<file path="config.mk">
export PLATFORM = sky130hd
export DESIGN_NAME = sysbus_ctrl
export DESIGN_NICKNAME = d
export VERILOG_FILES = /design/src/rtl/sysbus_ctrl.sv
export SDC_FILE = /design/constraint.sdc
export NUM_CORES = 1
export LEC_CHECK = 0
export CORE_ASPECT_RATIO = 0.7
export CORE_MARGIN = 2
export CORE_UTILIZATION = 28
export CTS_CLUSTER_DIAMETER = 100
export DETAILED_ROUTE_END_ITERATION = 12
export GPL_ROUTABILITY_DRIVEN = 0
export PLACE_DENSITY = 0.83
export RECOVER_POWER = 100
export SLEW_MARGIN = 20
export SYNTH_ARGS = -nofsm -noshare
export SYNTH_HDL_FRONTEND = slang
export SYNTH_SLANG_ARGS = --single-unit
export TNS_END_PERCENT = 5
</file>
<file path="constraint.sdc">
create_clock -name Clk -period 4.05 [get_ports Clk]
set_input_delay 0.81 -clock Clk [delete_from_list [all_inputs] [get_ports Clk]]
set_output_delay 0.81 -clock Clk [all_outputs]
set_load 0.02 [all_outputs]
</file>
<file path="src/rtl/sysbus_ctrl.sv">
// sysbus_ctrl
// Shares the single RAM port between the CPU and the DMA engine.
//
// Bus ownership changes hands only at a CPU instruction boundary. While the
// DMA owns the bus, the CPU is stalled. When the DMA hands the bus back, one
// turnaround cycle is inserted with all RAM lines driven low. After that, the
// CPU is guaranteed CPU_SLICE cycles of ownership before the next grant.
// A sticky error flag records any DMA strobe driven without a grant.
//
// Ports
//   Clk, Rst_n                   clock (rising edge), async active-low reset
//   Cpu_Address/DataOut          CPU address and write data (8 bits each)
//   Cpu_Cs/Wen/Oen               CPU RAM strobes, active-high
//   Cpu_Boundary                 CPU is at an instruction boundary
//   Cpu_Hold                     CPU stall (DMA_OWN and RETURN)
//   Dma_Address/DataOut          DMA address and write data (8 bits each)
//   Dma_Cs/Wen/Oen               DMA RAM strobes, active-high
//   Bus_req / Bus_grant          DMA request level / grant (DMA_OWN only)
//   Ram_Address/DataIn           muxed address and write data to RAM
//   Ram_Cs/Wen/Oen               muxed RAM strobes
//   Err_Clr / Bus_Err            clear / sticky ungranted-strobe flag
module sysbus_ctrl #(
  parameter int CPU_SLICE = 4
) (
  input  logic       Clk,
  input  logic       Rst_n,
  input  logic [7:0] Cpu_Address,
  input  logic [7:0] Cpu_DataOut,
  input  logic       Cpu_Cs,
  input  logic       Cpu_Wen,
  input  logic       Cpu_Oen,
  input  logic       Cpu_Boundary,
  output logic       Cpu_Hold,
  input  logic [7:0] Dma_Address,
  input  logic [7:0] Dma_DataOut,
  input  logic       Dma_Cs,
  input  logic       Dma_Wen,
  input  logic       Dma_Oen,
  input  logic       Bus_req,
  output logic       Bus_grant,
  output logic [7:0] Ram_Address,
  output logic [7:0] Ram_DataIn,
  output logic       Ram_Cs,
  output logic       Ram_Wen,
  output logic       Ram_Oen,
  input  logic       Err_Clr,
  output logic       Bus_Err
);

  // Slice counter width: $clog2(CPU_SLICE+1), but never less than 1 bit.
  localparam int CNT_W = (CPU_SLICE > 0) ? $clog2(CPU_SLICE + 1) : 1;
  localparam logic [CNT_W-1:0] SLICE_LOAD =
    (CPU_SLICE > 0) ? CNT_W'(CPU_SLICE - 1) : '0;

  typedef enum logic [2:0] {
    CPU_OWN  = 3'd0,
    WAIT_BND = 3'd1,
    DMA_OWN  = 3'd2,
    RETURN   = 3'd3,
    SLICE    = 3'd4
  } state_t;

  state_t           state, state_nxt;
  logic [CNT_W-1:0] cnt, cnt_nxt;
  logic             dma_strobe;

  always_ff @(posedge Clk or negedge Rst_n) begin
    if (!Rst_n) begin
      state <= CPU_OWN;
      cnt   <= '0;
    end else begin
      state <= state_nxt;
      cnt   <= cnt_nxt;
    end
  end

  always_comb begin
    state_nxt = state;
    cnt_nxt   = cnt;
    case (state)
      CPU_OWN:  if (Bus_req) state_nxt = WAIT_BND;
      WAIT_BND: begin
        // A withdrawn request takes priority over a coincident boundary.
        if (!Bus_req)          state_nxt = CPU_OWN;
        else if (Cpu_Boundary) state_nxt = DMA_OWN;
      end
      DMA_OWN:  if (!Bus_req) state_nxt = RETURN;
      RETURN: begin
        if (CPU_SLICE > 0) begin
          state_nxt = SLICE;
          cnt_nxt   = SLICE_LOAD;
        end else begin
          state_nxt = CPU_OWN;
        end
      end
      SLICE: begin
        // Bus_req is deliberately ignored until the slice runs out.
        if (cnt == '0) state_nxt = CPU_OWN;
        else           cnt_nxt   = cnt - 1'b1;
      end
      default:  state_nxt = CPU_OWN;
    endcase
  end

  // Grant and hold are decoded from the state register alone, so they are
  // glitch-free and drop as soon as reset is asserted.
  assign Bus_grant = (state == DMA_OWN);
  assign Cpu_Hold  = (state == DMA_OWN) || (state == RETURN);

  always_comb begin
    Ram_Address = Cpu_Address;
    Ram_DataIn  = Cpu_DataOut;
    Ram_Cs      = Cpu_Cs;
    Ram_Wen     = Cpu_Wen;
    Ram_Oen     = Cpu_Oen;
    case (state)
      DMA_OWN: begin
        Ram_Address = Dma_Address;
        Ram_DataIn  = Dma_DataOut;
        Ram_Cs      = Dma_Cs;
        Ram_Wen     = Dma_Wen;
        Ram_Oen     = Dma_Oen;
      end
      RETURN: begin
        Ram_Address = '0;
        Ram_DataIn  = '0;
        Ram_Cs      = 1'b0;
        Ram_Wen     = 1'b0;
        Ram_Oen     = 1'b0;
      end
      default: ;
    endcase
  end

  assign dma_strobe = Dma_Cs | Dma_Wen | Dma_Oen;

  // A violation in the same cycle as Err_Clr keeps the flag set.
  always_ff @(posedge Clk or negedge Rst_n) begin
    if (!Rst_n)                               Bus_Err <= 1'b0;
    else if (dma_strobe && state != DMA_OWN)  Bus_Err <= 1'b1;
    else if (Err_Clr)                         Bus_Err <= 1'b0;
  end

endmodule

</file>
---- Word level (Yosys, flattened, before mapping) ----
Cells that the tools add are included.
storage, ports and cells
  register bits after elaboration ......... 7
  latch bits .............................. 0
  RAM bits ................................ 0
  ROM bits ................................ 0
  bits of input ports ..................... 43
  output and inout bits ................... 22
  memories kept ........................... 0
operators by class
  $add $sub $neg .......................... 1
  $mul .................................... 0
  div/mod/pow operators ................... 0
  $lt $le $gt $ge ......................... 0
  equality and inequality tests ........... 10
  shift-type cells ........................ 0
  mux-type cells .......................... 15
  bitwise gates (word level) .............. 2
  reduce and logical (&&, ||, !) cells .... 8
operator list
  kind                   number
  $pmux W8 S2            2
  $mux W3                6
  $pmux W3 S5            1
  $ne A2 B2 Y1 const B   4
  $eq A3 B2 Y1 const B   2
  $logic_not A3 Y1       2
  $pmux W1 S2            3
  $pmux W3 S2            1
  $reduce_and A4 Y1      1
  $reduce_bool A2 Y1     2
  $eq A3 B1 Y1 const B   1
  $eq A3 B3 Y1 const B   1
  $ne A3 B2 Y1 const B   1
  $ne A3 B3 Y1 const B   1
  $sub A3 B1 Y3 const B  1
  $mux W1                2
  $or A1 B1 Y1           2
  $reduce_and A2 Y1      1
  $logic_and A1 B1 Y1    1
  $logic_or A1 B1 Y1     1

---- Depth between registers and ports, before layout ----
  word-level depth ........................ 4
  depth in mapped cells ................... 6

---- Worst setup path before layout ----
Ideal clock, no wire load.
  kind .................................... register to output
  from .................................... register state[2]
  to ...................................... output port Ram_Address[2]
  arrival ................................. 1.239 ns
  data required time ...................... 3.240 ns
  setup slack ............................. 2.001 ns
  cell stages (with the launch flop) ...... 5
  path through ............................ dfrtp_1 -> nand2b_1 -> nor2_1 -> buf_2 -> a22o_1
between the ends
  word-level cells in the longest chain between the ends .. 2
  elaborated cells on any way between the ends .. 3
  those cells by class .................... eq/ne (2); mux (1)
RTL lines
  what                    RTL line  text
  from (decl)             63        state_t state, state_nxt;
  from (signal assigned)  72        state <= state_nxt;
  $eq A3 B2 Y1            -
  named net Bus_grant     40        output logic Bus_grant,
  $pmux W8 S2             116       case (state)
  to (decl)               41        output logic [7:0] Ram_Address,
The timed path passes the listed nets, and every way through them passes these cells.

---- Final worst setup path ----
  from .................................... register state[2]
  to ...................................... output port Ram_DataIn[2]
between the ends
  word-level cells in the longest chain between the ends .. 2
  elaborated cells on any way between the ends .. 3
  those cells by class .................... eq/ne (2); mux (1)
RTL lines
  what             RTL line  text
  $eq A3 B2 Y1     116
  $pmux W8 S2 (*)  116
  to (decl)        42        output logic [7:0] Ram_DataIn,
Mark *: on every way between the ends. The rest lies on a longest branch, timed or not.

==> impl_metrics.csv <==
group,metric,value,unit
clock_tree,clock_insertion_delay_worst_skew,0.26,ns
synth,ys_seq_area_frac,0.313,
timing,setup_violations,0,
critical_path,reg2regPathDepth,3,
synth,synth.area.top_cells,"dfrtp_1, a22o_1, ha_1",
final_layout,nets,173,
floorplanning,core-area,1870,um2
floorplanning,rows,13,
final_layout,fillerInstances,170,
routing,wire_per_inst,14.9,um
clock_tree,htreeDepth,1,
synth,synth_area,559,um2
power_and_ir_drop,internal-power,0.303,mW
clock_tree,clkTransAtPathRegs,0.06,ns
routing,via_per_inst,5.26,
synth,yosys_warnings,0,
place,io_buffers,64,
grt,grt_pass1_wl,3.11,mm
clock_tree,clock-sinks,7,
critical_path,worstSetupEndpoint,"Ram_DataIn[2]",
final_layout,area_growth,119,%
routing,antenna_left,0,
grt,grt_max_degree,22,
synth,synth_cells,63,
power_and_ir_drop,seqPwrFrac,0.214,
synth,synth_top_area_share,0.313,
synth,synth_cell_type_count,21,
floorplanning,die_h,41.4,um
status,outcome,"completed",
critical_path,crit_arrival,2.87,ns
floorplanning,die-area,2380,um2
critical_path,reg2reg_from,"state[2]$_DFFE_PN0P_",
timing,fmax,271,MHz
critical_path,start_kind,"register",
critical_path,reg2reg_slack,2.32,ns
place,place_area,1200,um2
place,dp.cells,145,
timing,min_period_over_period,0.910,
flow_run,drv_cap,0,
final_layout,antenna_cells,0,
floorplanning,die_w,57.4,um
timing,skew,0.00339,ns
final_layout,drive_gt1_frac,0.0315,
hold_path,hp-class,"register to register",
clock_tree,max-clock-path-buffers,2,
power_and_ir_drop,ir_drop,0.000245,V
critical_path,crit_type,"register to output pin",
critical_path,end_kind,"output pin",
critical_path,cp_cell_sequence,"nand2b_1 > nor2_1 > clkbuf_2 > a22o_1 > clkdlybuf4s50_1",
final_layout,fin_area,1220,um2
critical_path,path_buf_inv,2,
power_and_ir_drop,power_density,428,nW/um2
power_and_ir_drop,combPwrFrac,0.658,
timing,final_max_slew_viol_count,0,
floorplanning,io_pins,65,
synth,synth_top_cell_by_area,"dfrtp_1",
clock_tree,hold_buffers,0,
clock_tree,post_cts_resized,0,
power_and_ir_drop,swShare,0.422,
routing,vias,783,
synth,syn_nets,108,
power_and_ir_drop,p_clk_frac,0.128,
place,dpl.hpwl,1.80,mm
timing,slew_headroom,0.500,
timing,fin_crit,3.68,ns
clock_tree,root_buffer,"clkbuf_4",
routing,totalWireLength,2.22,mm
critical_path,cp.depth,5,
power_and_ir_drop,p_leak,0.528,nW
timing,hold_viol_final,0,
critical_path,slowest_stage,"clkdlybuf4s50_1",
hold_path,hp-start,"Bus_Err$_DFFE_PN0P_",
clock_tree,cts_buffers,3,
critical_path,cp.required,3.24,ns
routing,drc,0,
timing,final.setup.tns,0,ns
critical_path,startpoint,"state[2]$_DFFE_PN0P_",
clock_tree,cts_setup_buffers,0,
grt,gr-total-overflow,0,
clock_tree,cts_tree,"built",
final_layout,finalNonFillerCells,149,
floorplanning,start_util,0.299,
routing,first_pass_iters,4,
critical_path,path_delay_family,"simple AND/OR/NAND/NOR gates",
critical_path,cp_max_fo,21,
synth,synth.avg_cell_area,8.88,um2
grt,grt.total_usage,0.182,
grt,antenna_found_initial,0,
routing,drtIter0Drc,14,
timing,rsz0062_at_grt,"no",
critical_path,timing.rr.end,"Bus_Err$_DFFE_PN0P_",
synth,yosys_register_bits,7,
timing,worst_pin_slew,0.750,ns
power_and_ir_drop,switchingPower,0.221,mW
grt,grt_pass1_vias,685,
critical_path,critPathMaxStageDelay,0.61,ns
final_layout,post-route-util,0.655,
worst min-delay path, cell delays in order, from the launching register on:
cell and delay (ns):
dfrtp_1 0.37, inv_1 0.05, o22ai_1 0.07
flip-flops by register name, summed over array words and instances (netlist names):
| name | flops |
|---|---|
| cnt | 3 |
| Bus_Err | 1 |
| state | 3 |
metrics by stage:
step	total power, mW	setup WS, ns	hold slack, ns
floorplan	0.309	2.00	0.477
global placement	0.458	0.893	0.506
detailed placement	0.468	0.765	0.533
CTS	0.538	0.484	0.540
global route	0.562	0.141	0.564
finish	0.525	0.366	0.534
power by group through the flow:
| stage | Sequential, mW | Clock (mW) | Combinational [mW] |
|---|---|---|---|
| 2_1_floorplan | 0.105 | 0 | 0.204 |
| 3_3_place_gp | 0.113 | 0 | 0.346 |
| 3_5_place_dp | 0.114 | 0 | 0.354 |
| 4_1_cts | 0.112 | 0.0690 | 0.357 |
| 5_1_grt | 0.116 | 0.0750 | 0.371 |
| 6_report | 0.112 | 0.0671 | 0.345 |
logic make-up (layout without fill, tap and decap cells):
logic type / count (synthesis) / after routing / synth area share
AOI/OAI and AO/OA: 29 / 29 / 0.414
and+or+nand+nor: 14 / 14 / 0.134
buffers and inverters: 11 / 75 / 0.0939
DFF: 7 / 7 / 0.313
adders and majority gates: 2 / 2 / 0.0447
worst min-delay path by stage:
stage / depth (start not counted) / slack [ns] / end
2_1_floorplan: 2 / 0.48 / cnt[1]$_DFFE_PN0P_
3_3_place_gp: 2 / 0.51 / cnt[1]$_DFFE_PN0P_
3_5_place_dp: 2 / 0.53 / Bus_Err$_DFFE_PN0P_
4_1_cts: 2 / 0.54 / Bus_Err$_DFFE_PN0P_
5_1_grt: 2 / 0.56 / Bus_Err$_DFFE_PN0P_
6_report: 2 / 0.53 / Bus_Err$_DFFE_PN0P_
Yosys cell counts:
cell	instances
nor2_1	3
ha_1	2
nor2b_1	1
o221ai_1	2
buf_6	1
inv_1	6
buf_2	3
a2bb2oi_1	1
a21oi_1	4
clkbuf_1	1
nor3_1	1
a22o_1	19
or4b_4	1
o22ai_1	1
nand2b_1	2
nand3_1	1
a211oi_1	1
dfrtp_1	7
nand2_1	4
or3_1	1
o21ai_0	1
per-layer routing:
| metal | up-vias | global-route usage | wire [um] |
|---|---|---|---|
| met4 | 0 | 0.0872 | 30 |
| met3 | 5 | 0.0648 | 187 |
| met2 | 39 | 0.338 | 1180 |
| li1 | 369 | - | - |
| met5 | - | 0 | 0 |
| met1 | 370 | 0.194 | 823 |
cell type report:
cell class              instances  area [um2]  area share
clock buffers                   4        26.3      0.0215
inverters                       6        22.5      0.0184
multi-input cells              45         328       0.268
flip-flops and latches          7         175       0.143
well taps                      22        27.5      0.0225
repair buffers                 65         646       0.527
layout by cell type, fill, tap and decap left out, drive strengths merged:
| cell type | count |
|---|---|
| nor2 | 3 |
| clkbuf | 5 |
| clkdlybuf4s50 | 56 |
| a22o | 19 |
| inv | 6 |
| nand2b | 2 |
| o21ai | 1 |
| o221ai | 2 |
| nand3 | 1 |
| a21oi | 4 |
| a2bb2oi | 1 |
| ha | 2 |
| or4b | 1 |
| nor3 | 1 |
| nor2b | 1 |
| dlygate4sd3 | 8 |
| dfrtp | 7 |
| a211oi | 1 |
| o22ai | 1 |
| or3 | 1 |
| nand2 | 4 |
Power figures use the tool's default switching activity.
